### src/rtl/cva6_shared_tlb_ptw_sv32.sv
// Sv32 page-table walker for the shared TLB: walks the two-level table on a miss
// and returns a leaf refill or a one-cycle page-fault pulse.
// Ports:
//   clk_i, rst_ni          clock, async active-low reset
//   flush_i                abort walk, suppress refill
//   satp_ppn_i, asid_i     root table PPN, current ASID
//   shared_tlb_*_i         lookup, hit and VA from the shared TLB
//   itlb_req_i             lookup came from the ITLB
//   shared_tlb_update_o    refill bundle
//   ptw_active_o           walker busy
//   walking_instr_o        walk is for instruction fetch
//   ptw_error_o            page-fault pulse
//   ptw_bad_vaddr_o        faulting VA
//   mem_*                  single-outstanding PTE read port

package cva6_shared_tlb_ptw_sv32_pkg;

  typedef struct packed {
    logic [21:0] ppn;
    logic [1:0]  rsw;
    logic        d;
    logic        a;
    logic        g;
    logic        u;
    logic        x;
    logic        w;
    logic        r;
    logic        v;
  } pte_sv32_t;

  // asid is sized for the largest Sv32 ASID; narrower ASIDs are zero-extended
  typedef struct packed {
    logic        valid;
    logic        is_4M;
    logic [19:0] vpn;
    logic [8:0]  asid;
    pte_sv32_t   content;
  } tlb_update_sv32_t;

endpackage

module cva6_shared_tlb_ptw_sv32
  import cva6_shared_tlb_ptw_sv32_pkg::*;
#(
  parameter int unsigned ASID_WIDTH = 1,
  parameter int unsigned PLEN       = 34
) (
  input  logic                  clk_i,
  input  logic                  rst_ni,
  input  logic                  flush_i,
  input  logic [21:0]           satp_ppn_i,
  input  logic [ASID_WIDTH-1:0] asid_i,
  input  logic                  shared_tlb_access_i,
  input  logic                  shared_tlb_hit_i,
  input  logic [31:0]           shared_tlb_vaddr_i,
  input  logic                  itlb_req_i,
  output tlb_update_sv32_t      shared_tlb_update_o,
  output logic                  ptw_active_o,
  output logic                  walking_instr_o,
  output logic                  ptw_error_o,
  output logic [31:0]           ptw_bad_vaddr_o,
  output logic                  mem_req_o,
  output logic [PLEN-1:0]       mem_addr_o,
  input  logic                  mem_gnt_i,
  input  logic                  mem_rvalid_i,
  input  logic [31:0]           mem_rdata_i
);

  typedef enum logic [2:0] {
    IDLE,
    WAIT_GRANT,
    PTE_LOOKUP,
    PROPAGATE_ERROR,
    WAIT_RVALID
  } state_e;

  state_e                state_q;
  logic [31:0]           vaddr_q;
  logic [ASID_WIDTH-1:0] asid_q;
  logic                  level_q;

  pte_sv32_t       pte;
  logic            bad_pte;
  logic            is_leaf;
  logic            leaf_ok;
  logic            next_lvl;
  logic [PLEN-1:0] root_addr;
  logic [PLEN-1:0] l0_addr;

  // Exclusive decode of the returned PTE; anything not a good leaf
  // or a level-1 pointer is a fault.
  always_comb begin
    pte       = pte_sv32_t'(mem_rdata_i);
    bad_pte   = ~pte.v | (~pte.r & pte.w);
    is_leaf   = ~bad_pte & (pte.r | pte.x);
    leaf_ok   = is_leaf & pte.a
              & ~(level_q & (pte.ppn[9:0] != 10'd0));
    next_lvl  = ~bad_pte & ~(pte.r | pte.x) & level_q;
    root_addr = PLEN'({satp_ppn_i, 12'b0})
              + PLEN'({shared_tlb_vaddr_i[31:22], 2'b00});
    l0_addr   = PLEN'({pte.ppn, 12'b0})
              + PLEN'({vaddr_q[21:12], 2'b00});
  end

  assign ptw_active_o = (state_q != IDLE);

  always_ff @(posedge clk_i or negedge rst_ni) begin
    if (!rst_ni) begin
      state_q             <= IDLE;
      vaddr_q             <= '0;
      asid_q              <= '0;
      level_q             <= 1'b0;
      shared_tlb_update_o <= '0;
      walking_instr_o     <= 1'b0;
      ptw_error_o         <= 1'b0;
      ptw_bad_vaddr_o     <= '0;
      mem_req_o           <= 1'b0;
      mem_addr_o          <= '0;
    end else begin
      shared_tlb_update_o.valid <= 1'b0;
      ptw_error_o               <= 1'b0;
      unique case (state_q)
        IDLE: begin
          if (shared_tlb_access_i & ~shared_tlb_hit_i & ~flush_i) begin
            vaddr_q         <= shared_tlb_vaddr_i;
            asid_q          <= asid_i;
            walking_instr_o <= itlb_req_i;
            level_q         <= 1'b1;
            mem_addr_o      <= root_addr;
            mem_req_o       <= 1'b1;
            state_q         <= WAIT_GRANT;
          end
        end
        WAIT_GRANT: begin
          if (mem_gnt_i) begin
            mem_req_o <= 1'b0;
            state_q   <= flush_i ? WAIT_RVALID : PTE_LOOKUP;
          end else if (flush_i) begin
            mem_req_o <= 1'b0;
            state_q   <= IDLE;
          end
        end
        PTE_LOOKUP: begin
          if (flush_i) begin
            state_q <= mem_rvalid_i ? IDLE : WAIT_RVALID;
          end else if (mem_rvalid_i) begin
            unique case (1'b1)
              leaf_ok: begin
                shared_tlb_update_o.valid   <= 1'b1;
                shared_tlb_update_o.is_4M   <= level_q;
                shared_tlb_update_o.vpn     <= vaddr_q[31:12];
                shared_tlb_update_o.asid    <= 9'(asid_q);
                shared_tlb_update_o.content <= pte;
                state_q                     <= IDLE;
              end
              next_lvl: begin
                level_q    <= 1'b0;
                mem_addr_o <= l0_addr;
                mem_req_o  <= 1'b1;
                state_q    <= WAIT_GRANT;
              end
              default: begin
                ptw_error_o     <= 1'b1;
                ptw_bad_vaddr_o <= vaddr_q;
                state_q         <= PROPAGATE_ERROR;
              end
            endcase
          end
        end
        PROPAGATE_ERROR: begin
          state_q <= IDLE;
        end
        WAIT_RVALID: begin
          if (mem_rvalid_i) state_q <= IDLE;
        end
        default: begin
          state_q <= IDLE;
        end
      endcase
    end
  end

endmodule

### config.mk
export PLATFORM = sky130hd
export DESIGN_NAME = cva6_shared_tlb_ptw_sv32
export DESIGN_NICKNAME = d
export VERILOG_FILES = /design/src/rtl/cva6_shared_tlb_ptw_sv32.sv
export SDC_FILE = /design/constraint.sdc
export NUM_CORES = 1
export LEC_CHECK = 0
export ABC_AREA = 1
export CELL_PAD_IN_SITES_DETAIL_PLACEMENT = 1
export CELL_PAD_IN_SITES_GLOBAL_PLACEMENT = 2
export CORE_MARGIN = 4
export CORE_UTILIZATION = 24
export CTS_CLUSTER_SIZE = 30
export DETAILED_ROUTE_END_ITERATION = 12
export GPL_TIMING_DRIVEN = 1
export PLACE_DENSITY = 0.85
export SYNTH_ARGS = -nofsm -noshare
export SYNTH_HDL_FRONTEND = slang
export SYNTH_SLANG_ARGS = --single-unit
### constraint.sdc
create_clock -name clk_i -period 1.5 [get_ports clk_i]
set_input_delay 0.225 -clock clk_i [delete_from_list [all_inputs] [get_ports clk_i]]
set_output_delay 0.225 -clock clk_i [all_outputs]
set_load 0.1 [all_outputs]
Yosys cells after proc, flatten, opt, wreduce, memory -nomap -nowiden:

Cells that the tools add are included.

* flip-flop bits (word level): 161
* bits of input ports: 95
* output and inout bits: 133
* word-level logic and storage cells: 100

* $add $sub $neg: 2
* eq/ne operators: 10
* multiplexer cells: 34
* bitwise logic cells: 19
* reductions and logical operators: 12

Operator list (number)
* 63-bit two-way mux: 4
* 34-bit two-way mux: 4
* 34-bit by 12-bit adder with 34-bit output: 2
* 34-bit one-hot mux with 2 select lines: 1
* 3-bit two-way mux: 8
* 1-bit two-way mux: 13
* 3-bit one-hot mux with 4 select lines: 1
* 4-bit AND reduction: 3
* 2-bit != test (second input constant): 5
* 10-bit nonzero test: 1
* 1-bit bitwise AND: 9
* 1-bit inverter: 8
* 3-bit != test (second input constant): 2
* 6-bit AND reduction: 1
* 3-bit nonzero test: 2
* 5-bit AND reduction: 1
* 2-bit one-hot mux with 2 select lines: 1
* 3-bit by 1-bit equality test with 1-bit output (second input constant): 1
* 3-bit by 2-bit equality test with 1-bit output (second input constant): 1
* 3-bit equality test (second input constant): 1
* 3-bit logical NOT: 1
* 1-bit one-hot mux with 3 select lines: 1
* 1-bit bitwise OR: 2
* 1-bit one-hot mux with 2 select lines: 1
* other kinds (3): 3

Logic depth before layout (Yosys ltp):

Gate-level depths: netlist of the first run.

* depth in word-level cells: 12
* depth in mapped cells: 10
* mapped depth without buffers: 9

Least setup slack after synthesis of the first run:

OpenSTA, ideal clock, no wires.

* kind: register to register
* start: reg state_q[0]
* end: reg mem_addr_o[10]
* setup time: 125 ps
* data arrival time: 2038 ps
* data required time: 1375 ps
* path slack: -663 ps
* cell stages (with the launch flop): 11
* path buffers: 2
* clock period less this slack: 2163 ps
* cells stage by stage: dfrtp_1 nor2_4 nand2_1 inv_2 nand2_4 nand2_1 nand2_1 buf_6 buf_4 nand2_1 o21ai_1

* word-level cells in the longest chain between the ends: 3
* elaborated cells on any way between the ends: 9
* those cells by class: 5 x eq/ne; 1 x mux; 3 x reduce/logical

Ends and longest elaborated chain
* start, declared: RTL line 77 `state_e state_q;`
* start signal, assigned: RTL line 137 `state_q <= flush_i ? WAIT_RVALID : PTE_LOOKUP;`
* start signal, assigned: RTL line 145 `state_q <= mem_rvalid_i ? IDLE : WAIT_RVALID;`
* 3-bit by 2-bit equality test with 1-bit output / 3-bit logical NOT (equally long branches): RTL line 122 `unique case (state_q)`
* 2-bit != test (no source line) / 2-bit nonzero test (equally long branches)
* 5-bit AND reduction (no source line)
* end signal, assigned: RTL line 129 `mem_addr_o <= root_addr;`
* end signal, assigned: RTL line 158 `mem_addr_o <= l0_addr;`
* end, declared: RTL line 63 `output logic [PLEN-1:0] mem_addr_o,`

Several ways; a longest one is shown, not always the timed one.
A chain may end at the register's enable or synchronous reset.

Worst setup path after layout of the first run:

* start: reg state_q[2]
* end: reg shared_tlb_update_o[10] in the netlist's numbering

* word-level cells in the longest chain between the ends: 2

Ends and longest elaborated chain
* 3-bit by 2-bit equality test with 1-bit output: RTL line 122
* 4-bit AND reduction (no source line)
* end, declared: RTL line 57 `output tlb_update_sv32_t shared_tlb_update_o,`

No other way between the ends.

==> results of run 1 <==
final cells by class:
cell class / instances / area [um2]
Clock inverter: 13 / 104
Fill cell: 2838 / 14700
Antenna cell: 1 / 2.50
Sequential cell: 159 / 3980
Clock buffer: 18 / 439
Tap cell: 341 / 427
Inverter: 39 / 156
Timing Repair Buffer: 295 / 4600
Multi-Input combinational cell: 453 / 2580
registers in the layout, indices dropped and copies added, names as in the netlist:
signal and count:
mem_req_o 1, asid_q 1, ptw_bad_vaddr_o 32, vaddr_q 32, mem_addr_o 32, shared_tlb_update_o 55
state_q 3, walking_instr_o 1, level_q 1, ptw_error_o 1
layer usage:
metal  track usage, %  wire, um
met4             5.05       478
met3             4.84      1390
met1             20.2     10800
met5                0        13
met2             28.7     13200
logic make-up after synthesis:
logic type	after synthesis	share of synthesized area, %
flip-flops	159	60.3
other	1	0.0568
AO/OA/AOI/OAI	107	8.31
multiplexers	30	4.84
buffers and inverters	88	6.50
AND/OR/NAND/NOR	306	20.0
critical path, stage by stage (launching register included):
cell and delay, ns:
dfrtp_1 0.41, nor2_4 0.21, nand2_4 0.10, nor2_4 0.13, buf_6 0.12, nand4_4 0.13, buf_12 0.19, buf_12 0.16
nand2_1 0.08, o21ai_1 0.07
synthesized netlist by cell type, types with 2 or more instances:
master	n
nor2_1	24
nand4_1	33
mux2i_1	15
dfrtp_1	159
or2_2	2
buf_6	3
nor2_4	2
nand2_4	2
o21ai_1	60
o21ai_0	23
inv_2	6
mux2_2	15
nand3_1	8
clkbuf_1	19
nand2_1	229
buf_2	10
inv_1	33
buf_4	17
a21oi_1	21
power groups by stage:
stage                     sequential, W  clock [W]  combinational (W)
after detailed placement        0.00681          0             0.0120
after global routing            0.00696    0.00448             0.0133
after floorplan                  0.0116          0            0.00199
after global placement          0.00675          0             0.0118
final                           0.00680    0.00413             0.0128
after CTS                       0.00678    0.00426             0.0127
repair_timing:
| item | in CTS | in global routing |
|---|---|---|
| pin swaps | 5 | 3 |
| setup endpoints to repair | 136 | 139 |
| endpoints found under the hold margin | 39 | 0 |
| hold buffers | 1 | 0 |
| resized for setup | 67 | 54 |
| setup buffers | 11 | 8 |
| gates cloned | 10 | 6 |
through the flow:
step                util [%]  TNS (ns)  setup slack, ns  cells  total power [W]
global route            45.4    -29.88           -0.307   1319           0.0247
global placement        39.7    -56.66           -0.450   1251           0.0186
detailed placement      39.7    -57.31           -0.470   1251           0.0188
finish                  45.4    -18.60           -0.231   1319           0.0237
CTS                     44.0    -13.46           -0.169   1304           0.0237
floorplan                  -     -7.62           -0.102    700           0.0136
worst max-delay path by stage:
stage | end | cells past startpoint
after floorplan | mem_addr_o[10] | 10
after global placement | vaddr_q[12] | 7
after detailed placement | ptw_bad_vaddr_o[15] | 9
after CTS | ptw_active_o | 4
after global routing | shared_tlb_update_o[56] | 9
final | shared_tlb_update_o[10] | 9
==> impl_metrics.csv, run 1 <==
group,metric,value,unit
grt,grt_max_degree,46,
clock_network,clockRootBuffer,"clkbuf_16",
clock_network,path_clk_slew,0.07,ns
placed_design,dpl.hpwl,17100,um
critical_path,reg2regPathDepth,9,
cells_and_area,syn_to_final_growth,86.1,%
placed_design,place_area,0.0107,mm2
die,die_h,174,um
grt,grtUsageTotal,16.6,%
cells_and_area,design_area,0.0123,mm2
worst_hold_path,min_from,"mem_rvalid_i",
sta,finalHoldViolCount,0,
critical_path,path_class,"reg -> reg",
critical_path,critPathRequiredTime,1.80,ns
sta,slew-limit-headroom,63.5,%
clock_network,h-tree-depth,4,
synthesis,synth.largest_area_cell,"dfrtp_1",
synthesis,synth_area_leaders,"dfrtp_1 60%, nand2_1 13%, o21ai_1 4.6%",
pwr,p_sw_share,47.7,%
detailed_routing,num_vias,5929,
synthesis,ys_warn_count,0,
critical_path,r2r_setup_slack,-0.23,ns
pwr,power_frac_clock,17.4,%
die,row_count,60,
detailed_routing,wl_per_cell,19.7,um
critical_path,startpoint,"state_q[2]",
detailed_routing,initialDrtViolationCount,238,
sta,setup_violations,123,
critical_path,r2r-start,"state_q[2]",
synthesis,ys_seq_area_share,60.3,%
clock_network,clock_sinks,159,
sta,final.min_clock_period,1.73,ns
die,die_area,0.0302,mm2
cells_and_area,final_nets,1060,
run_status,violations,"setup timing",
sta,max_freq,0.578,GHz
synthesis,synth_seq_cells,159,
sta,fin_crit_sh,115,%
worst_hold_path,hold_depth,3,
synthesis,synth_top_area_share,60.3,%
detailed_routing,firstDrtPassIters,4,
grt,grt_pass1_wl,39000,um
sta,final_max_slew_viol_count,0,
cells_and_area,drive_above_1_share,35.2,%
detailed_routing,viasPerCell,4.50,
die,core-area,0.0270,mm2
synthesis,synthFlopType,"dfrtp_1",
clock_network,insertion_delay,0.42,ns
pwr,power.leakage,5.82,nW
sta,whs,0.287,ns
clock_network,cts_tree,"yes",
synthesis,post_synth_inst_count,691,
sta,setup_ws,-0.231,ns
synthesis,yosys.cell_types.count,29,
pwr,ir_drop,766,uV
grt,grt_antenna_before_repair,2,
pwr,switchingPower,0.0113,W
detailed_routing,route.detailed.drc,0,
critical_path,r2r_end,"shared_tlb_update_o[10]",
pwr,p_per_area,1930,mW/mm2
clock_network,clk_path_buf_depth,2,
placed_design,place.port_buffers,217,
sta,finalClockSkew,0.0172,ns
detailed_routing,drt-total-wl,25900,um
critical_path,cp.arrival,2.03,ns
die,io_pins,228,
worst_hold_path,hp-class,"in -> reg",
sta,grt_setup_unrepaired,"yes",
synthesis,async_flop_share,100,%
placed_design,routabilityCongestion,0.788,
die,start_util,24.4,%
grt,grt_overflow_total,0,
worst_hold_path,min_to,"state_q[2]",
cells_and_area,final_cell_mix,"184 x nand2_1, 159 x dfrtp_1, 148 x buf_12",
critical_path,path_max_fanout,28,
critical_path,setup.worst_path.start_class,"flip-flop",
grt,grt_pass1_vias,6537,
pwr,power_frac_seq,28.7,%
die,die_x,174,um
synthesis,synth_area_per_cell,9.55,um2
job,maxCapViolCount,0,
cells_and_area,final_common_cell,"nand2_1",
sta,worst_slew_pin_slew,0.547,ns
pwr,internal-power,0.0124,W
synthesis,synth_edf_count,0,
critical_path,cp-end-kind,"flip-flop",
clock_network,cts-buffers-inserted,17,
pwr,combPwrFrac,53.9,%
synthesis,syn_area,0.00660,mm2
detailed_routing,ant_nets,0,
run_status,status,"complete, but fails checks",
Note: power is estimated with default switching activity, not from simulation.
==> run 2, diff against run 1 <==
--- a/config.mk
+++ b/config.mk
@@ -10,10 +10,11 @@
 export CELL_PAD_IN_SITES_GLOBAL_PLACEMENT = 2
 export CORE_MARGIN = 4
 export CORE_UTILIZATION = 24
-export CTS_CLUSTER_SIZE = 30
+export CTS_CLUSTER_SIZE = 25
 export DETAILED_ROUTE_END_ITERATION = 12
 export GPL_TIMING_DRIVEN = 1
 export PLACE_DENSITY = 0.85
+export RECOVER_POWER = 50
 export SYNTH_ARGS = -nofsm -noshare
 export SYNTH_HDL_FRONTEND = slang
 export SYNTH_SLANG_ARGS = --single-unit
==> run 2 against run 1 <==
Compared with the run above:
- the flow still finishes with violations (setup timing)
- die area unchanged
- non-clock buffer count unchanged
- combinational power hardly changed
- sequential power is essentially flat
- total power down 0.12%
- utilization is 0.26 points lower
- clock skew decreased by 0.0053 ns
- hold slack improved by 0.0034 ns
- via count increased by 0.27%
- register-to-register slack hardly changed
- maximum frequency hardly changed
==> impl_metrics.csv, run 2 (same netlist as run 1, synthesis figures left out) <==
group,metric,value,unit
grt,grt_overflow_total,0,
sta,setup_violations,123,
sta,setup_tns,-18.87,ns
cells_and_area,final_cell_mix,"184 x nand2_1, 159 x dfrtp_1, 143 x buf_12",
die,die_h,174,um
detailed_routing,firstDrtPassIters,4,
clock_network,clk_path_buf_depth,2,
cells_and_area,largest_register_ffs,55,
cells_and_area,seq_area,0.00398,mm2
placed_design,dpl.hpwl,17100,um
sta,finalHoldViolCount,0,
sta,fin_crit_sh,115,%
pwr,ir_drop,766,uV
die,row_count,60,
sta,grt_setup_unrepaired,"yes",
detailed_routing,wl_per_cell,19.6,um
detailed_routing,viasPerCell,4.51,
sta,slew-limit-headroom,52.7,%
sta,finalClockSkew,0.0120,ns
sta,setup_ws,-0.231,ns
detailed_routing,drt-total-wl,25900,um
clock_network,insertion_delay,0.42,ns
grt,grtUsageTotal,16.6,%
pwr,p_per_area,1940,mW/mm2
cells_and_area,drive_above_1_share,35.2,%
job,maxCapViolCount,0,
die,die_x,174,um
grt,grt_pass1_vias,6537,
detailed_routing,ant_nets,0,
cells_and_area,syn_to_final_growth,85.1,%
grt,grt_pass1_wl,39000,um
critical_path,critPathRequiredTime,1.80,ns
die,die_area,0.0302,mm2
sta,worst_slew_pin_slew,0.710,ns
run_status,status,"complete, but fails checks",
clock_network,cts-buffers-inserted,17,
clock_network,clockRootBuffer,"clkbuf_16",
clock_network,path_clk_slew,0.07,ns
placed_design,preCtsSetupSlack,-0.470,ns
critical_path,setup.worst_path.start_class,"flip-flop",
critical_path,cp.arrival,2.03,ns
cells_and_area,top_register,"shared_tlb_update_o",
pwr,power.leakage,5.79,nW
clock_network,clock_sinks,159,
placed_design,place.port_buffers,217,
clock_network,cts_tree,"yes",
critical_path,path_max_fanout,28,
grt,grt_max_degree,46,
critical_path,cp-end-kind,"flip-flop",
detailed_routing,initialDrtViolationCount,218,
cells_and_area,multi_input_area,0.00258,mm2
sta,max_freq,0.578,GHz
clock_network,h-tree-depth,4,
grt,grt_antenna_before_repair,2,
placed_design,routabilityCongestion,0.788,
die,start_util,24.4,%
worst_hold_path,hp-class,"in -> reg",
sta,final_max_slew_viol_count,0,
die,core-area,0.0270,mm2
critical_path,path_class,"reg -> reg",
cells_and_area,final_common_cell,"nand2_1",
detailed_routing,route.detailed.drc,0,
cells_and_area,nFillCells,2843,
die,io_pins,228,
run_status,violations,"setup timing",
cells_and_area,final_nets,1060,
detailed_routing,num_vias,5945,
sta,final.min_clock_period,1.73,ns
run 2: cell types whose count changed in the layout (fill, tap and decap cells not counted), sizes merged:
| cell | before | now |
|---|---|---|
| buf | 198 | 193 |
| clkbuf | 22 | 27 |
run 2: per-layer routing:
layer	track usage [%]	up-vias	routed length [um]
met4	5.05	2	565
met1	20.2	2964	10800
met3	4.84	29	1370
met2	28.7	160	13200
li1	-	2790	-
met5	0	-	13
run 2: power breakdown:
part           internal (W)  switching [W]
Clock               0.00219        0.00193
Sequential          0.00552        0.00127
Combinational       0.00465        0.00810
Total                0.0124         0.0113
run 2: cell type report:
class / count / area share (%)
timing repair buffer: 295 / 37.1
sequential: 159 / 32.6
multi-input combinational: 453 / 21.1
clock buffer: 18 / 3.60
tap: 341 / 3.49
inverter: 39 / 1.28
clock inverter: 13 / 0.851
antenna: 1 / 0.0205
run 2: path summary, 6_finish.rpt:
kind / from / endpoint / slack (ns) / depth (start not counted)
max: state_q[2] / shared_tlb_update_o[10] / -0.23 / 9
min: mem_rvalid_i / state_q[2] / 0.29 / 3
max reg2reg: state_q[2] / shared_tlb_update_o[10] / -0.23 / 9
min reg2reg: vaddr_q[0] / vaddr_q[0] / 0.51 / 1
max in group asynchronous: rst_ni / shared_tlb_update_o[24] / 0.18 / 3
min in group asynchronous: rst_ni / mem_addr_o[13] / 0.42 / 2
run 2: critical path, cell delays in order (launching register included):
cell     delay [ns]
dfrtp_1        0.41
nor2_4         0.21
nand2_4        0.10
nor2_4         0.13
buf_6          0.12
nand4_4        0.13
buf_12         0.19
buf_12         0.16
nand2_1        0.08
o21ai_1        0.07
run 2: timing repair:
action | 4_1_cts | 5_1_grt
pin swaps | 5 | 3
setup endpoints to repair | 136 | 139
cloned | 10 | 6
gates resized for setup | 67 | 54
hold endpoints to repair | 39 | 0
setup buffers | 11 | 8
hold buffers | 1 | 0
run 2: metrics by stage:
| step | util [%] | area (um2) | hold slack (ns) | total power [W] | std cells |
|---|---|---|---|---|---|
| after floorplan | - | 6660 | -0.0706 | 0.0136 | 700 |
| after detailed placement | 39.7 | 10700 | 0.225 | 0.0188 | 1251 |
| after global routing | 45.2 | 12200 | 0.253 | 0.0247 | 1319 |
| final | 45.2 | 12200 | 0.291 | 0.0237 | 1319 |
| after global placement | 39.7 | 10700 | 0.228 | 0.0186 | 1251 |
| after CTS | 44.0 | 11900 | 0.249 | 0.0237 | 1304 |
==> run 3, diff against run 2 <==
--- a/config.mk
+++ b/config.mk
@@ -9,12 +9,13 @@
 export CELL_PAD_IN_SITES_DETAIL_PLACEMENT = 1
 export CELL_PAD_IN_SITES_GLOBAL_PLACEMENT = 2
 export CORE_MARGIN = 4
-export CORE_UTILIZATION = 24
+export CORE_UTILIZATION = 27
 export CTS_CLUSTER_SIZE = 25
 export DETAILED_ROUTE_END_ITERATION = 12
 export GPL_TIMING_DRIVEN = 1
-export PLACE_DENSITY = 0.85
+export PLACE_DENSITY = 0.9
 export RECOVER_POWER = 50
+export SLEW_MARGIN = 15
 export SYNTH_ARGS = -nofsm -noshare
 export SYNTH_HDL_FRONTEND = slang
 export SYNTH_SLANG_ARGS = --single-unit
==> constraint.sdc (replaced) <==
create_clock -name clk_i -period 1.6 [get_ports clk_i]
set_input_delay 0.24 -clock clk_i [delete_from_list [all_inputs] [get_ports clk_i]]
set_output_delay 0.24 -clock clk_i [all_outputs]
set_load 0.1 [all_outputs]
==> run 3 against run 2 <==
Compared with the run above:
- the run still ends with setup timing left
- first-iteration DRC count decreased by 7.8%
- via count is 2.7% higher
- final area is 2.2% higher
- global-route usage grew 0.89 points
- clock power up 4%
==> impl_metrics.csv, run 3 (same netlist as run 1, synthesis figures left out) <==
group,metric,value,unit
run_status,status,"complete, but fails checks",
critical_path,path_class,"reg -> reg",
pwr,power_frac_seq,28.5,%
cells_and_area,largest_register_ffs,55,
critical_path,cp-end-kind,"flip-flop",
cells_and_area,nFillCells,2455,
detailed_routing,wl_per_cell,20.7,um
sta,finalClockSkew,0.0111,ns
die,core-area,0.0238,mm2
pwr,switchingPower,0.0107,W
grt,grtUsageTotal,17.5,%
critical_path,critPathRequiredTime,1.90,ns
clock_network,cts_tree,"yes",
job,maxCapViolCount,0,
die,die_h,164,um
cells_and_area,drive_above_1_share,39.9,%
die,row_count,56,
sta,grt_setup_unrepaired,"yes",
critical_path,reg2regPathDepth,11,
critical_path,crit_end,"mem_addr_o[17]",
grt,grt_max_degree,50,
detailed_routing,viasPerCell,4.67,
critical_path,setup.worst_path.start_class,"flip-flop",
detailed_routing,drt-total-wl,27000,um
die,io_pins,228,
critical_path,r2r-start,"state_q[2]",
run_status,violations,"setup timing",
pwr,power,0.0226,W
cells_and_area,top_register,"shared_tlb_update_o",
sta,finalHoldViolCount,0,
grt,grt_antenna_before_repair,1,
sta,final.min_clock_period,1.65,ns
sta,worst_slew_pin_slew,0.712,ns
cells_and_area,final_cell_mix,"159 x dfrtp_1, 153 x nand2_1, 142 x buf_12",
critical_path,cp.arrival,1.95,ns
clock_network,cts-buffers-inserted,17,
pwr,combPwrFrac,52.6,%
die,die_area,0.0270,mm2
clock_network,clk_path_buf_depth,2,
pwr,internal-power,0.0120,W
critical_path,r2r_setup_slack,-0.05,ns
sta,fin_crit_sh,103,%
sta,slew-limit-headroom,52.6,%
placed_design,routabilityCongestion,0.792,
detailed_routing,firstDrtPassIters,6,
die,start_util,27.8,%
detailed_routing,route.detailed.drc,0,
detailed_routing,num_vias,6107,
placed_design,place_area,0.0107,mm2
clock_network,clockRootBuffer,"clkbuf_16",
detailed_routing,ant_nets,0,
clock_network,h-tree-depth,4,
sta,max_freq,0.605,GHz
critical_path,startpoint,"state_q[2]",
sta,final_max_slew_viol_count,0,
pwr,power_frac_clock,19.0,%
cells_and_area,antennaDiodeCount,0,
pwr,power.leakage,5.93,nW
cells_and_area,final_nets,1070,
cells_and_area,design_area,0.0125,mm2
critical_path,r2r_end,"mem_addr_o[17]",
die,die_x,164,um
clock_network,clock_sinks,159,
grt,grt_pass1_vias,6432,
pwr,p_per_area,1810,mW/mm2
placed_design,place.port_buffers,217,
sta,setup_ws,-0.0532,ns
cells_and_area,syn_to_final_growth,89.2,%
cells_and_area,final_common_cell,"dfrtp_1",
cells_and_area,fin_util,52.5,%
placed_design,dpl.hpwl,17600,um
grt,grt_overflow_total,0,
worst_hold_path,hp-class,"in -> reg",
clock_network,path_clk_slew,0.07,ns
clock_network,insertion_delay,0.42,ns
critical_path,path_max_fanout,7,
pwr,ir_drop,1070,uV
detailed_routing,initialDrtViolationCount,201,
grt,grt_pass1_wl,36300,um
pwr,p_sw_share,47.1,%
sta,setup_violations,45,
[run 3: cell count changes in the layout (fill, tap and decap cells not counted), sizes merged, moves of 2 or more]
cell | previous run | this run
buf | 193 | 190
bufinv | 0 | 2
clkbuf | 27 | 42
clkinv | 7 | 4
clkinvlp | 0 | 3
inv | 45 | 42
[run 3: power by group through the flow]
stage,combinational (W),sequential (W),clock [W]
floorplan,0.00187,0.0109,0
global placement,0.0110,0.00633,0
detailed placement,0.0112,0.00638,0
CTS,0.0114,0.00632,0.00437
global route,0.0123,0.00658,0.00456
finish,0.0119,0.00644,0.00429
[run 3: what timing repair did]
| item | in CTS | in global routing |
|---|---|---|
| gates cloned | 1 | 22 |
| pin swaps | 3 | 16 |
| setup buffers | 6 | 8 |
| hold buffers | 1 | 0 |
| endpoints found under the hold margin | 36 | 0 |
| endpoints found under the setup margin | 119 | 124 |
| resized for setup | 7 | 168 |
[run 3: per-stage QoR]
stage	hold slack (ns)	TNS (ns)	setup WS (ns)	instances
floorplan	-0.0556	-0.0618	-0.00253	700
global placement	0.195	-50.45	-0.424	1239
detailed placement	0.200	-57.16	-0.524	1239
CTS	0.151	-0.0265	-0.0209	1278
global route	0.161	-7.39	-0.112	1307
finish	0.160	-0.707	-0.0532	1307
[run 3: critical path, stage by stage, from the launching register on]
cell,delay [ns]
dfrtp_1,0.42
nor2_4,0.19
buf_12,0.13
nand2_8,0.06
inv_4,0.07
nand2_4,0.07
nand2_2,0.07
nand2_2,0.07
buf_12,0.16
clkbuf_16,0.17
nand2_2,0.06
o21ai_1,0.07
[run 3: routing by layer]
metal / up-vias / GRT usage, % / part of all wire, % / routed length, um
met5: - / 0 / 0.048 / 13
met4: 2 / 3.51 / 1.5 / 415
met3: 31 / 5.40 / 5.5 / 1480
met2: 164 / 31.5 / 53 / 14300
met1: 3104 / 20.6 / 40 / 10800
li1: 2806 / - / - / -
[run 3: worst min path at each step]
| stage | to | from | cells past startpoint | slack [ns] |
|---|---|---|---|---|
| floorplan | asid_q | rst_ni | 0 | -0.06 |
| global placement | mem_addr_o[13] | rst_ni | 1 | 0.20 |
| detailed placement | mem_addr_o[13] | rst_ni | 1 | 0.20 |
| CTS | state_q[2] | mem_rvalid_i | 2 | 0.15 |
| global route | shared_tlb_update_o[10] | mem_rdata_i[10] | 3 | 0.16 |
| finish | shared_tlb_update_o[10] | mem_rdata_i[10] | 3 | 0.16 |
[run 3: final cells by class]
class                      count  area [um2]  area share [%]
multi-input combinational    453        2670            21.4
clock buffer                  20         467            3.74
clock inverter                12         149            1.19
sequential                   159        3980            31.9
inverter                      39         166            1.33
tap                          319         399            3.20
timing repair buffer         305        4650            37.3
